## src/rtl/sawtooth_period_meter_pkg.sv

```systemverilog
// Shared definitions for the sawtooth period meter.
//   - DefaultPeriodWidth : default width of the period counter / output
//   - meter_state_e      : lock FSM state encoding (Sync=0, First=1, Measure=2, Locked=3)
package sawtooth_period_meter_pkg;

    localparam int unsigned DefaultPeriodWidth = 16;
    localparam int unsigned SampleWidth        = 8;

    typedef enum logic [1:0] {
        StSync    = 2'd0,
        StFirst   = 2'd1,
        StMeasure = 2'd2,
        StLocked  = 2'd3
    } meter_state_e;

endpackage

```

## src/rtl/sawtooth_wrap_detect.sv

```systemverilog
// Wrap detector for an 8-bit sawtooth sample stream.
// Ports:
//   clk       : rising-edge clock
//   reset     : synchronous active-high reset
//   sample_in : current sample, valid every clock
//   wrap      : combinational, high when sample_in < previous sample (strict, unsigned)
//   step      : registered last non-wrap increment (sample_in - previous), modulo 256
module sawtooth_wrap_detect
    import sawtooth_period_meter_pkg::*;
(
    input  logic                   clk,
    input  logic                   reset,
    input  logic [SampleWidth-1:0] sample_in,
    output logic                   wrap,
    output logic [SampleWidth-1:0] step
);

    logic [SampleWidth-1:0] prev_q;
    logic [SampleWidth-1:0] step_q, step_d;

    // Equal samples are a flat segment, not a wrap.
    assign wrap = (sample_in < prev_q);

    always_comb begin
        step_d = step_q;
        if (!wrap) begin
            step_d = sample_in - prev_q;
        end
    end

    always_ff @(posedge clk) begin
        if (reset) begin
            prev_q <= '0;
            step_q <= '0;
        end else begin
            prev_q <= sample_in;
            step_q <= step_d;
        end
    end

    assign step = step_q;

endmodule

```

## src/rtl/sawtooth_period_meter.sv

```systemverilog
// Sawtooth period meter: measures wrap-to-wrap period and per-clock step of a
// sawtooth stream and reports lock once consecutive periods agree within TOL.
// Ports:
//   clk          : rising-edge clock
//   reset        : synchronous active-high reset
//   sample_in    : 8-bit unsigned sawtooth sample, one per clock
//   period       : last measured period in clocks
//   period_valid : one-cycle pulse when period updates
//   step         : last non-wrap increment, modulo 256
//   locked       : high while the FSM is in the locked state
module sawtooth_period_meter
    import sawtooth_period_meter_pkg::*;
#(
    parameter int unsigned PERIOD_WIDTH = DefaultPeriodWidth,
    parameter int unsigned TOL          = 1
) (
    input  logic                    clk,
    input  logic                    reset,
    input  logic [SampleWidth-1:0]  sample_in,
    output logic [PERIOD_WIDTH-1:0] period,
    output logic                    period_valid,
    output logic [SampleWidth-1:0]  step,
    output logic                    locked
);

    localparam logic [PERIOD_WIDTH-1:0] CntMax = '1;
    localparam logic [PERIOD_WIDTH-1:0] CntOne = PERIOD_WIDTH'(1);
    localparam logic [PERIOD_WIDTH:0]   TolW   = (PERIOD_WIDTH + 1)'(TOL);

    logic wrap;

    meter_state_e            state_q, state_d;
    logic [PERIOD_WIDTH-1:0] cnt_q, cnt_d;
    logic [PERIOD_WIDTH-1:0] period_q, period_d;
    logic                    period_valid_q, period_valid_d;

    logic                    cnt_sat;
    logic [PERIOD_WIDTH-1:0] meas;
    logic signed [PERIOD_WIDTH:0] diff;
    logic [PERIOD_WIDTH:0]   abs_diff;
    logic                    match;

    sawtooth_wrap_detect u_wrap_detect (
        .clk       (clk),
        .reset     (reset),
        .sample_in (sample_in),
        .wrap      (wrap),
        .step      (step)
    );

    assign cnt_sat = (cnt_q == CntMax);

    // A wrap on a saturated count still reports, clamped to all-ones.
    assign meas = cnt_sat ? CntMax : (cnt_q + CntOne);

    // One extra bit so the subtraction of two unsigned periods cannot wrap.
    assign diff     = $signed({1'b0, meas}) - $signed({1'b0, period_q});
    assign abs_diff = diff[PERIOD_WIDTH] ? $unsigned(-diff) : $unsigned(diff);
    assign match    = (abs_diff <= TolW);

    always_comb begin
        cnt_d = cnt_q;
        if (wrap) begin
            cnt_d = '0;
        end else if (!cnt_sat) begin
            cnt_d = cnt_q + CntOne;
        end
    end

    always_comb begin
        state_d        = state_q;
        period_d       = period_q;
        period_valid_d = 1'b0;
        if (wrap) begin
            unique case (state_q)
                StSync: begin
                    state_d = StFirst;
                end
                StFirst: begin
                    period_d       = meas;
                    period_valid_d = 1'b1;
                    state_d        = StMeasure;
                end
                StMeasure: begin
                    period_d       = meas;
                    period_valid_d = 1'b1;
                    if (match) begin
                        state_d = StLocked;
                    end
                end
                StLocked: begin
                    period_d       = meas;
                    period_valid_d = 1'b1;
                    if (!match) begin
                        state_d = StMeasure;
                    end
                end
                default: begin
                    state_d = StSync;
                end
            endcase
        end else if (cnt_sat && (state_q != StSync)) begin
            // Timeout: no wrap for a full counter span. Period holds, no pulse.
            state_d = StSync;
        end
    end

    always_ff @(posedge clk) begin
        if (reset) begin
            state_q        <= StSync;
            cnt_q          <= '0;
            period_q       <= '0;
            period_valid_q <= 1'b0;
        end else begin
            state_q        <= state_d;
            cnt_q          <= cnt_d;
            period_q       <= period_d;
            period_valid_q <= period_valid_d;
        end
    end

    assign period       = period_q;
    assign period_valid = period_valid_q;
    assign locked       = (state_q == StLocked);

endmodule

```

## config.mk

```make
export PLATFORM = sky130hd
export DESIGN_NAME = sawtooth_period_meter
export DESIGN_NICKNAME = d
export VERILOG_FILES = /design/src/rtl/sawtooth_period_meter_pkg.sv /design/src/rtl/sawtooth_wrap_detect.sv /design/src/rtl/sawtooth_period_meter.sv
export SDC_FILE = /design/constraint.sdc
export NUM_CORES = 1
export LEC_CHECK = 0
export CORE_AREA = 2 2 116 118
export CTS_CLUSTER_SIZE = 14
export DETAILED_ROUTE_END_ITERATION = 12
export DIE_AREA = 0 0 118 120
export GPL_TIMING_DRIVEN = 0
export SLEW_MARGIN = 10
export SYNTH_ARGS = -nofsm -noshare
export SYNTH_HDL_FRONTEND = slang
export SYNTH_SLANG_ARGS = --single-unit
```

## constraint.sdc

```tcl
create_clock -name clk -period 4.95 [get_ports clk]
set_input_delay 0.495 -clock clk [delete_from_list [all_inputs] [get_ports clk]]
set_output_delay 0.495 -clock clk [all_outputs]
set_load 0.02 [all_outputs]
```

# Word level (Yosys, flattened, before mapping)
# Index checks and enable logic that the tools add are counted.
[classes]
reduce_logical = 9
n_mux = 8
add_sub_neg = 4
magnitude_cmp = 2
n_eq_ne = 6
bitwise = 1
[op_table]
columns = ["operator", "count"]
rows = [
  ["$le A17 B1 Y1 const B", 1],
  ["$mux W17", 1],
  ["$neg A17 Y17", 1],
  ["$sub A16 B16 Y17", 1],
  ["$add A16 B1 Y16 const B", 1],
  ["$eq A16 B16 Y1 const B", 1],
  ["$mux W16", 1],
  ["$lt A8 B8 Y1", 1],
  ["$mux W2", 4],
  ["$pmux W2 S4", 1],
  ["$sub A8 B8 Y8", 1],
  ["$ne A3 B3 Y1 const B", 2],
  ["$eq A2 B2 Y1 const B", 2],
  ["$reduce_bool A2 Y1", 2],
  ["$reduce_or A2 Y1", 2],
  ["$reduce_and A3 Y1", 1],
  ["$reduce_or A3 Y1", 1],
  ["$eq A2 B1 Y1 const B", 1],
  ["$logic_not A2 Y1", 1],
  ["$reduce_and A2 Y1", 1],
  ["$logic_and A1 B1 Y1", 1],
  ["$mux W1", 1],
  ["$not A1 Y1", 1],
]
[word_totals]
wordCells = 36
output_inout_bits = 26
register_bits = 51

# Logic depth before layout (Yosys ltp)
# Gate-level depths: netlist of run 1.
[depth]
ltp_word = 9
mapped_depth = 21
ltp_nobuf = 18

# Cells and area by module
# Synthesis of run 1 repeated with hierarchy kept, for this count alone.
[unflattened]
hier_cells = 493
area_unflattened_um2 = 3867.5
[modules_own_cells]
columns = ["mod", "n_inst", "seq_area_each_um2", "area_per_inst_um2", "cells_per_inst"]
rows = [
  ["sawtooth_period_meter", 1, 700.7, 2976.6, 394],
  ["sawtooth_wrap_detect", 1, 320.3, 890.9, 99],
]

# Worst setup path before layout of run 1
# Ideal clock, no wire load.
[synth_timing]
kind = "register to register"
start = "register cnt_q[0]"
end = "register state_q[0]"
path_stages_with_launch = 20
period_less_slack_ns = 4.258
setup_ns = 0.057
arrival_ns = 4.201
setup_slack_ns = 0.692
cell_sequence = "dfxtp_1 ha_1 and3_1 clkbuf_1 and4_1 nand2b_1 clkbuf_1 clkbuf_1 nand2_1 fa_1 a211oi_2 nor2_1 o221a_4 a211o_1 a211o_1 nand2_2 a31oi_1 o21a_1 a2111oi_2 a21o_1"
[synth_via]
elab_chain_cells = 8
word_cells_on_any_way = 12
cone_classes = "add/sub: 3; order compare: 1; eq/ne: 3; mux: 2; reduce/logical: 3"
[synth_lines]
columns = ["element", "line_no", "rtl"]
rows = [
  ["start, declared", "sawtooth_period_meter.sv:33", "logic [PERIOD_WIDTH-1:0] cnt_q, cnt_d;"],
  ["start signal, assigned", "sawtooth_period_meter.sv:116", "cnt_q <= cnt_d;"],
  ["$add A16 B1 Y16 / $eq A16 B16 Y1 (equally long branches)", "sawtooth_period_meter.sv:54, sawtooth_period_meter.sv:51", ""],
  ["$mux W16 (*)", "sawtooth_period_meter.sv:54", "assign meas = cnt_sat ? CntMax : (cnt_q + CntOne);"],
  ["net meas[1]", "sawtooth_period_meter.sv:38", "logic [PERIOD_WIDTH-1:0] meas;"],
  ["$sub A16 B16 Y17 (*)", "sawtooth_period_meter.sv:57", "assign diff = $signed({1'b0, meas}) - $signed({1'b0, period_q});"],
  ["$neg A17 Y17", "sawtooth_period_meter.sv:58", "assign abs_diff = diff[PERIOD_WIDTH] ? $unsigned(-diff) : $unsigned(diff);"],
  ["$mux W17 (*)", "sawtooth_period_meter.sv:58", ""],
  ["$le A17 B1 Y1 (*)", "sawtooth_period_meter.sv:59", "assign match = (abs_diff <= TolW);"],
  ["$ne A3 B3 Y1 (no source line)", "-", ""],
  ["$reduce_and A3 Y1 (no source line) (*)", "-", ""],
  ["end signal, assigned", "sawtooth_period_meter.sv:110", "state_q <= StSync;"],
  ["end signal, assigned", "sawtooth_period_meter.sv:115", "state_q <= state_d;"],
  ["end, declared", "sawtooth_period_meter.sv:32", "meter_state_e state_q, state_d;"],
]
# The timed path passes the listed nets; every way through them passes the cells marked *.
# A chain may end at the register's enable or synchronous reset.

# Worst setup path after layout of run 1
[layout_timing]
start = "register cnt_q[0]"
end = "register state_q[0]"
[layout_via]
elab_chain_cells = 8
word_cells_on_any_way = 12
cone_classes = "add/sub: 3; order compare: 1; eq/ne: 3; mux: 2; reduce/logical: 3"
[layout_lines]
columns = ["element", "line_no"]
rows = [
  ["$add A16 B1 Y16 / $eq A16 B16 Y1 (equally long branches)", "sawtooth_period_meter.sv:54, sawtooth_period_meter.sv:51"],
  ["$mux W16", "sawtooth_period_meter.sv:54"],
  ["$sub A16 B16 Y17", "sawtooth_period_meter.sv:57"],
  ["$neg A17 Y17", "sawtooth_period_meter.sv:58"],
  ["$mux W17", "sawtooth_period_meter.sv:58"],
  ["$le A17 B1 Y1", "sawtooth_period_meter.sv:59"],
  ["$ne A3 B3 Y1 (no source line)", "-"],
  ["$reduce_and A3 Y1 (no source line) (*)", "-"],
]
# Every way passes the cells marked *; elsewhere a longest branch is shown, timed or not.

==> results of run 1 <==
## worst paths after layout
path	startpoint	to	slack, ns	depth (start not counted)
setup / recovery	cnt_q[0]	state_q[0]	0.25	19
hold / removal	u_wrap_detect.step[7]	u_wrap_detect.step[7]	0.46	2
hold reg to reg	u_wrap_detect.step[7]	u_wrap_detect.step[7]	0.46	2
setup reg to reg	cnt_q[0]	state_q[0]	0.25	19
## layout make-up
class,instances,area [sq um],share of cell area [%]
inverters,42,157.7,3.432
multi-input cells,362,2585,56.28
well taps,176,220.2,4.794
clock buffers,7,142.6,3.105
flip-flops and latches,51,1021,22.23
repair buffers,37,362.8,7.900
clock inverters,1,8.758,0.1907
plain buffers,21,95.09,2.070
## state kept, by name (all words and copies together) (netlist names)
register	count
period_valid	1
state_q	2
u_wrap_detect.prev_q	8
cnt_q	16
period	16
u_wrap_detect.step	8
## layer usage
layer	vias to the layer above	share of wire, %
met4	0	1.6
met3	11	2.3
li1	1792	-
met2	65	49
met5	-	0
met1	1636	47
## cells by family after synthesis
logic type	count (synthesis)	share of synthesized area [%]
and+or+nand+nor	170	21.92
AOI/OAI and AO/OA	131	26.62
buffers and inverters	64	6.755
DFF	51	27.02
adders and majority gates	28	9.669
xor gates and xnor gates	24	5.563
muxes	9	2.450
## placed cells by master, fill, tap and decap left out, drive strengths merged, types with 5 or more instances in the layout
master / instances
a211oi: 13
a21o: 10
a21oi: 33
a311oi: 12
a31oi: 5
and2: 7
and3: 12
buf: 11
clkbuf: 20
clkdlybuf4s50: 34
dfxtp: 51
ha: 26
inv: 41
mux2i: 7
nand2: 43
nand2b: 6
nand3: 16
nor2: 48
nor2b: 10
nor3: 6
o211ai: 9
o21a: 6
o21ai: 12
or3: 5
xnor2: 10
xor2: 14
## worst max-delay path, cell delays in order, from the launching register on
cell       delay (ns)
dfxtp_1          0.35
ha_1             0.25
and3_1           0.18
clkbuf_1         0.16
and4_1           0.26
nand2b_4         0.11
and2_1           0.22
ha_1             0.21
inv_1            0.07
fa_2             0.40
a211oi_4         0.35
nor2_1           0.10
o221a_4          0.26
o211ai_1         0.30
nor4b_1          0.09
a2111o_1         0.40
a211oi_1         0.22
nand4_1          0.16
a2111oi_2        0.31
a21o_1           0.22
## stage by stage
stage / setup TNS, ns / hold WS, ns / power [mW] / cell area, sq um
after floorplan: 0 / 0.4579 / 0.9954 / 3779
final: 0 / 0.4602 / 1.571 / 4593
after detailed placement: -0.1906 / 0.4524 / 1.178 / 4339
after CTS: 0 / 0.4622 / 1.551 / 4517
after global routing: 0 / 0.4797 / 1.671 / 4593
after global placement: -0.1520 / 0.4470 / 1.164 / 4339
## power by group
part	internal, mW	leakage, nW	switching (mW)
combinational	0.313	1.33	0.440
sequential	0.441	0.417	0.0238
clock	0.203	0.0741	0.151
## timing repair
| item | CTS | global route |
|---|---|---|
| pin swaps | 1 | 4 |
| gates resized for setup | 5 | 9 |
| endpoints found under the hold margin | 0 | 0 |
| setup endpoints to repair | 1 | 1 |
| setup buffers | 0 | 3 |
==> metrics.txt, run 1 <==
Clock Root Buffer=clkbuf_16; CTS H-Tree Depth=2; wire length of the first global-routing pass=16.18 mm; result of the run=finished clean; final wirelength=between 9 and 10 mm; # port buffers=34; Tcrit/Tclk final=95.00%; area of the die=14160 sq um; total of flip-flops plus latches after synthesis=51; met2 track demand over resource in global routing=24.45%; Diodes inserted=0; IO Pins=36; largest net degree at the start of global routing=16; clock skew after layout=~0.0068 ns; number of hold-slack violations in the final timing report=0; Net Count, Synth=515; estimated wirelength of the detail-placed design=between 7 and 8 mm; synth unique cells=65; critical path peak fanout=7; antenna violations before repair=0; top area cells in the synthesized netlist=dfxtp_1, ha_1, nor2_1, nand2_1, inv_1; GRT Total Usage=approximately 14%; number of sinks on the clock net=51; fraction of final layout cells with drive strength greater than 1=roughly 8.6%; setup slack after placement=-0.1906 ns; final layout net count=558; met1 Track Usage GR=18.00%; headroom to the max-slew limit=between 40% and 50%; post-layout util=35.39%; netlist area before placement=3779 sq um; most common cell in the netlist=dfxtp_1; crit start category=flop; final setup violation count=0; clock transition at the registers of the reported paths=0.07 ns; library cell with the largest summed area after synthesis=dfxtp_1; area share of the largest cell type after synthesis=27.02%; maximum vdd drop=205.8 uV; Worst Hold Class=reg2reg; routability congestion estimate from global placement=about 0.9; sequential cell area fraction in the yosys report=27.02%; via count of the first global-routing pass=approximately 3300; number of cells after detailed placement=687; DRC marker count from the first detailed-route iteration=220; leading register cell type out of synthesis=dfxtp_1; most utilized layer in the global route result=met2; Cell Count, Final, Fillers Out=697; highest clock frequency the design can meet=212.7 MHz; clock tree from TritonCTS=done; routed vias=3504; total clock buffers created by CTS=5; drt via density=a little over 5; effective utilization at floorplan=29.11%; buffer depth of the longest clock path=2; Worst Max-Slew Pin Slew=~0.75 ns; remaining number of nets flagged by the antenna check after routing=0; DRC errors left=0; layout overhead on the synthesized area=21.56%; critical path required time=5.17 ns; Mapped Avg Cell Area=7.922 sq um; final critical delay including setup and external delays=between 4 and 5 ns; Crit path arrival time=between 4 and 5 ns; leakage power summed over all cells=1.817 nW; number of warnings reported in the yosys synthesis log=0; met3 Usage GRT=between 1 and 1.5%; Final Max Tran Viols=0; row cnt=42; top cell types by occurrence after synthesis=dfxtp_1, nor2_1, nand2_1, inv_1, a21oi_1; classification of the worst setup path=reg2reg; setup slack after layout=0.2475 ns; total congestion overflow after global routing=0; power density normalized to cell area=342.1 nW/um^2; Die X=118 um; Post-synth EDFFs=0; fill cell count=between 1000 and 1500; iteration count of the initial detailed-routing pass=4; gate count after technology mapping=~480; Clk Latency, worst-skew pair=0.29 ns; unrepaired setup endpoints after global routing=no; standard cell core area=12980 sq um; mean routed wirelength per cell=13.90 um; hold bufs inserted after CTS=0; critical path capture point type=flop; share of flip-flops with an asynchronous set or reset after synthesis=0%; number of maximum-capacitance constraint violations=0; Die Span Y=about 120 um
(Power assumes the default switching activity.)
==> run 2: changes to the inputs <==
Settings changed: CORE_AREA 2 2 116 118 to 2 2 83 164, DIE_AREA 0 0 118 120 to 0 0 85 166, GPL_TIMING_DRIVEN 0 to unset.
Clock period 4.95 ns to 5.9 ns, I/O delays scaled along.
==> metrics.txt, run 2 (same netlist as run 1, synthesis figures left out) <==
final critical delay including setup and external delays=4.916 ns; Clock Root Buffer=clkbuf_16; total congestion overflow after global routing=0; IO Pins=36; area taken by multi-input logic gates=2505 sq um; iteration count of the initial detailed-routing pass=4; launching element of the worst setup path=cnt_q[0]; fill cell count=1324; via count of the first global-routing pass=about 3600; hold bufs inserted after CTS=0; most common cell after layout, fill and taps aside=dfxtp_1; sequential standard cell area=~1000 sq um; GRT Total Usage=14.94%; worst-case hold slack=0.4523 ns; number of sinks on the clock net=around 50; post-layout util=34.20%; Die Span Y=166 um; clock tree from TritonCTS=done; drt via density=5.433; buffer depth of the longest clock path=2; WHS Endpoint=u_wrap_detect.step[7]; internal portion of total power=0.8123 mW; setup slack after placement=1.170 ns; number of hold-slack violations in the final timing report=0; final instance area=4418 sq um; post-placement cell area=between 4000 and 5000 sq um; antenna violations before repair=0; area of the die=14110 sq um; final total negative setup slack=0 ns; layout overhead on the synthesized area=16.92%; wire length of the first global-routing pass=~17 mm; Clk Latency, worst-skew pair=0.30 ns; Comb pwr share=a little under half; clock skew after layout=approximately 0.010 ns; worst-case reg-to-reg path depth=17; DRC errors left=0; power density normalized to cell area=between 300 and 400 nW/um^2; headroom to the max-slew limit=19.56%; RR Endpoint=state_q[0]; hold-critical path depth=2; critical path required time=6.10 ns; mean routed wirelength per cell=15.99 um; Final Max Tran Viols=0; routed vias=approximately 3500; Net Sw Frac=39.42%; estimated wirelength of the detail-placed design=8.359 mm; maximum vdd drop=~180 uV; Worst R2R Start=cnt_q[0]; cells resized by post-CTS repair=0; register-to-register path setup slack=0.98 ns; Worst Hold Class=reg2reg; final layout net count=538; final setup violation count=0; leakage power summed over all cells=1.768 nW; setup slack after layout=0.9839 ns; critical path peak fanout=32; commonest cells after routing, fill and taps aside=dfxtp_1, nor2_1, nand2_1; DRC marker count from the first detailed-route iteration=221; Diodes inserted=0; clock transition at the registers of the reported paths=0.07 ns; CTS H-Tree Depth=2; classification of the worst setup path=reg2reg; unrepaired setup endpoints after global routing=no; remaining number of nets flagged by the antenna check after routing=0; Crit path arrival time=5.12 ns; # port buffers=35; standard cell core area=12920 sq um; highest clock frequency the design can meet=203.4 MHz; result of the run=finished clean; number of maximum-capacitance constraint violations=0; Worst Max-Slew Pin Slew=about 1.2 ns; Die X=85 um; effective utilization at floorplan=between 20 and 30%; row cnt=59; critical path capture point type=flop; Tcrit/Tclk final=83.32%; total clock buffers created by CTS=5; largest net degree at the start of global routing=38; crit start category=flop; power spent charging and discharging nets=0.5285 mW; routability congestion estimate from global placement=0.9605; sequential share of power=~29%; fraction of final layout cells with drive strength greater than 1=6.387%; final wirelength=~10 mm; Clk pwr share=25.2%; Setup Buffers After CTS=0; start point of the worst hold path=u_wrap_detect.step[7]
## run 2: worst max-delay path by stage
stage / to
floorplan: state_q[0]
global placement: state_q[0]
detailed placement: state_q[0]
CTS: state_q[0]
global route: state_q[0]
finish: state_q[0]
## run 2: area by class of cell
type,instances,area share (%)
multi-input combinational,362,56.70
sequential,51,23.11
timing repair buffer,38,8.440
tap,152,4.305
inverter,42,3.568
clock buffer,5,2.832
clock inverter,3,1.048
## run 2: per-layer routing
layer  vias up  track usage, %  share of wire [%]
met1      1688           13.42                 34
li1       1747               -                  -
met3        32           1.640                2.3
met2        81           30.43                 59
met4         0           8.213                4.3
met5         -               0                  0
## run 2: worst max-delay path, stage by stage (launching register included)
cell	delay [ns]
dfxtp_1	0.34
ha_1	0.24
and3_1	0.26
and4_1	0.24
nand2b_1	0.11
buf_4	0.33
nand2_1	0.15
fa_1	0.50
a211oi_2	0.37
o21ai_4	0.19
xor2_1	0.20
o31ai_2	0.47
nand3_1	0.25
a2111oi_0	0.64
a211oi_1	0.12
nand4_1	0.17
a2111oi_2	0.05
a21o_1	0.18
## run 2: metrics by stage
step | std cells | power, mW
finish | 653 | 1.341
global route | 653 | 1.425
CTS | 653 | 1.349
detailed placement | 645 | 1.005
global placement | 645 | 0.9991
floorplan | 477 | 0.8352
## run 2: power groups by stage
stage | Combinational (mW) | Clock, mW | Sequential [mW]
after floorplan | 0.419 | 0 | 0.416
after global placement | 0.601 | 0 | 0.398
after detailed placement | 0.606 | 0 | 0.399
after CTS | 0.608 | 0.350 | 0.391
after global routing | 0.669 | 0.362 | 0.394
final | 0.612 | 0.338 | 0.390
==> run 3: changes to the inputs <==
Clock period 5.9 ns to 4 ns, I/O delays scaled along.
==> metrics.txt, run 3 (same netlist as run 1, synthesis figures left out) <==
total congestion overflow after global routing=0; CTS H-Tree Depth=2; power density normalized to cell area=413.3 nW/um^2; area taken by multi-input logic gates=2618 sq um; setup slack after layout=0.006328 ns; # port buffers=35; number of sinks on the clock net=~50; critical path required time=approximately 4.3 ns; hold-critical path depth=2; clock skew after layout=about 0.012 ns; critical path peak fanout=6; buffer depth of the longest clock path=2; DRC marker count from the first detailed-route iteration=127; antenna violations before repair=0; final critical delay including setup and external delays=3.994 ns; final layout net count=603; row cnt=59; via count of the first global-routing pass=around 3900; DRC errors left=0; critical path capture point type=flop; leakage power summed over all cells=2.073 nW; Clk Latency, worst-skew pair=~0.30 ns; GRT Total Usage=15.82%; setup slack after placement=-0.1426 ns; final wirelength=about 11 mm; Worst Max-Slew Pin Slew=approximately 0.65 ns; Tcrit/Tclk final=between 90% and 100%; Die X=around 85 um; total clock buffers created by CTS=5; register-to-register path setup slack=about 0.0063 ns; sequential standard cell area=1021 sq um; worst-case hold slack=0.4601 ns; final setup violation count=0; commonest cells after routing, fill and taps aside=buf_4, dfxtp_1, nor2_1; worst-case reg-to-reg path depth=19; number of hold-slack violations in the final timing report=0; start point of the worst hold path=u_wrap_detect.step[7]; wire length of the first global-routing pass=18.02 mm; area of the die=14110 sq um; routability congestion estimate from global placement=0.9556; Final Max Tran Viols=0; Clock Root Buffer=clkbuf_16; Diodes inserted=0; WHS Endpoint=u_wrap_detect.step[7]; fill cell count=1269; clock tree from TritonCTS=done; clock transition at the registers of the reported paths=0.07 ns; layout overhead on the synthesized area=31.95%; standard cell core area=12920 sq um; routed vias=3758; RR Endpoint=state_q[0]; hold bufs inserted after CTS=0; Worst R2R Start=cnt_q[3]; crit start category=flop; mean routed wirelength per cell=15.41 um; result of the run=finished clean; classification of the worst setup path=reg2reg; highest clock frequency the design can meet=250.4 MHz; Die Span Y=166 um; largest net degree at the start of global routing=37; fraction of final layout cells with drive strength greater than 1=20.00%; unrepaired setup endpoints after global routing=yes; maximum vdd drop=238.7 uV; iteration count of the initial detailed-routing pass=4; drt via density=5.241; effective utilization at floorplan=29.25%; Crit path arrival time=4.24 ns; most common cell after layout, fill and taps aside=buf_4; IO Pins=36; remaining number of nets flagged by the antenna check after routing=0; estimated wirelength of the detail-placed design=9.131 mm; number of maximum-capacitance constraint violations=0; Worst Hold Class=reg2reg; headroom to the max-slew limit=about 56%
-- run 3: changes by cell type in the layout (fill, tap and decap cells not counted), sizes merged --
cell      change
buf          +65
bufinv        -1
clkinv        +2
clkinvlp      -1
inv           -1
-- run 3: power by group --
group | internal, mW | total [mW] | switching, mW
clock | 0.229 | 0.423 | 0.194
combinational | 0.473 | 1.06 | 0.591
sequential | 0.546 | 0.573 | 0.0274
total | 1.25 | 2.06 | 0.813
-- run 3: repair_timing --
action,in CTS,in global routing
resized for setup,8,7
pin swaps,3,1
setup endpoints to repair,1,1
setup buffers,2,0
-- run 3: through the flow --
step	TNS [ns]	power (mW)	utilization [%]	instances	cell area, sq um
after floorplan	0	1.249	-	477	3827
after global placement	-0.04316	1.588	36.88	708	4765
after detailed placement	-0.1426	1.602	36.88	708	4765
after CTS	0	2.071	38.43	717	4965
after global routing	-0.1957	2.186	38.60	717	4986
final	0	2.060	38.60	717	4986
-- run 3: final cells by class --
class                   count  area share [%]
multi-input cells         362           52.50
flip-flops and latches     51           20.48
repair buffers            103           17.26
well taps                 152           3.814
inverters                  42           3.162
clock buffers               5           2.509
clock inverters             2          0.2760
-- run 3: worst max path at each step --
stage	startpoint	depth (start not counted)	to	slack [ns]
2_1_floorplan	cnt_q[0]	20	state_q[0]	0.0008
4_1_cts	cnt_q[4]	18	state_q[0]	0.007
3_3_place_gp	cnt_q[4]	19	state_q[0]	-0.04
6_report	cnt_q[3]	19	state_q[0]	0.006
3_5_place_dp	cnt_q[4]	18	state_q[0]	-0.14
5_1_grt	cnt_q[8]	19	state_q[0]	-0.20
-- run 3: critical path, stage by stage, from the launching register on --
cell and delay (ns):
dfxtp_1 0.34, and3_4 0.19, and3_4 0.18, buf_4 0.13, nand4_1 0.20, nor2_2 0.20
nor2_2 0.08, inv_1 0.06, ha_2 0.32, a211oi_4 0.36, o21ai_4 0.16, a2111oi_4 0.33
a311oi_2 0.11, buf_4 0.17, o21bai_2 0.21, nor2_2 0.12, a31oi_1 0.10, o21a_1 0.21
a2111oi_2 0.32, a21o_1 0.16
-- run 3: metal layers --
layer	vias up	part of all wire, %	global-route usage, %
met5	-	0	0
met4	0	4.8	9.110
met3	34	2.3	1.789
met2	74	58	31.59
met1	1777	35	14.55
li1	1873	-	-
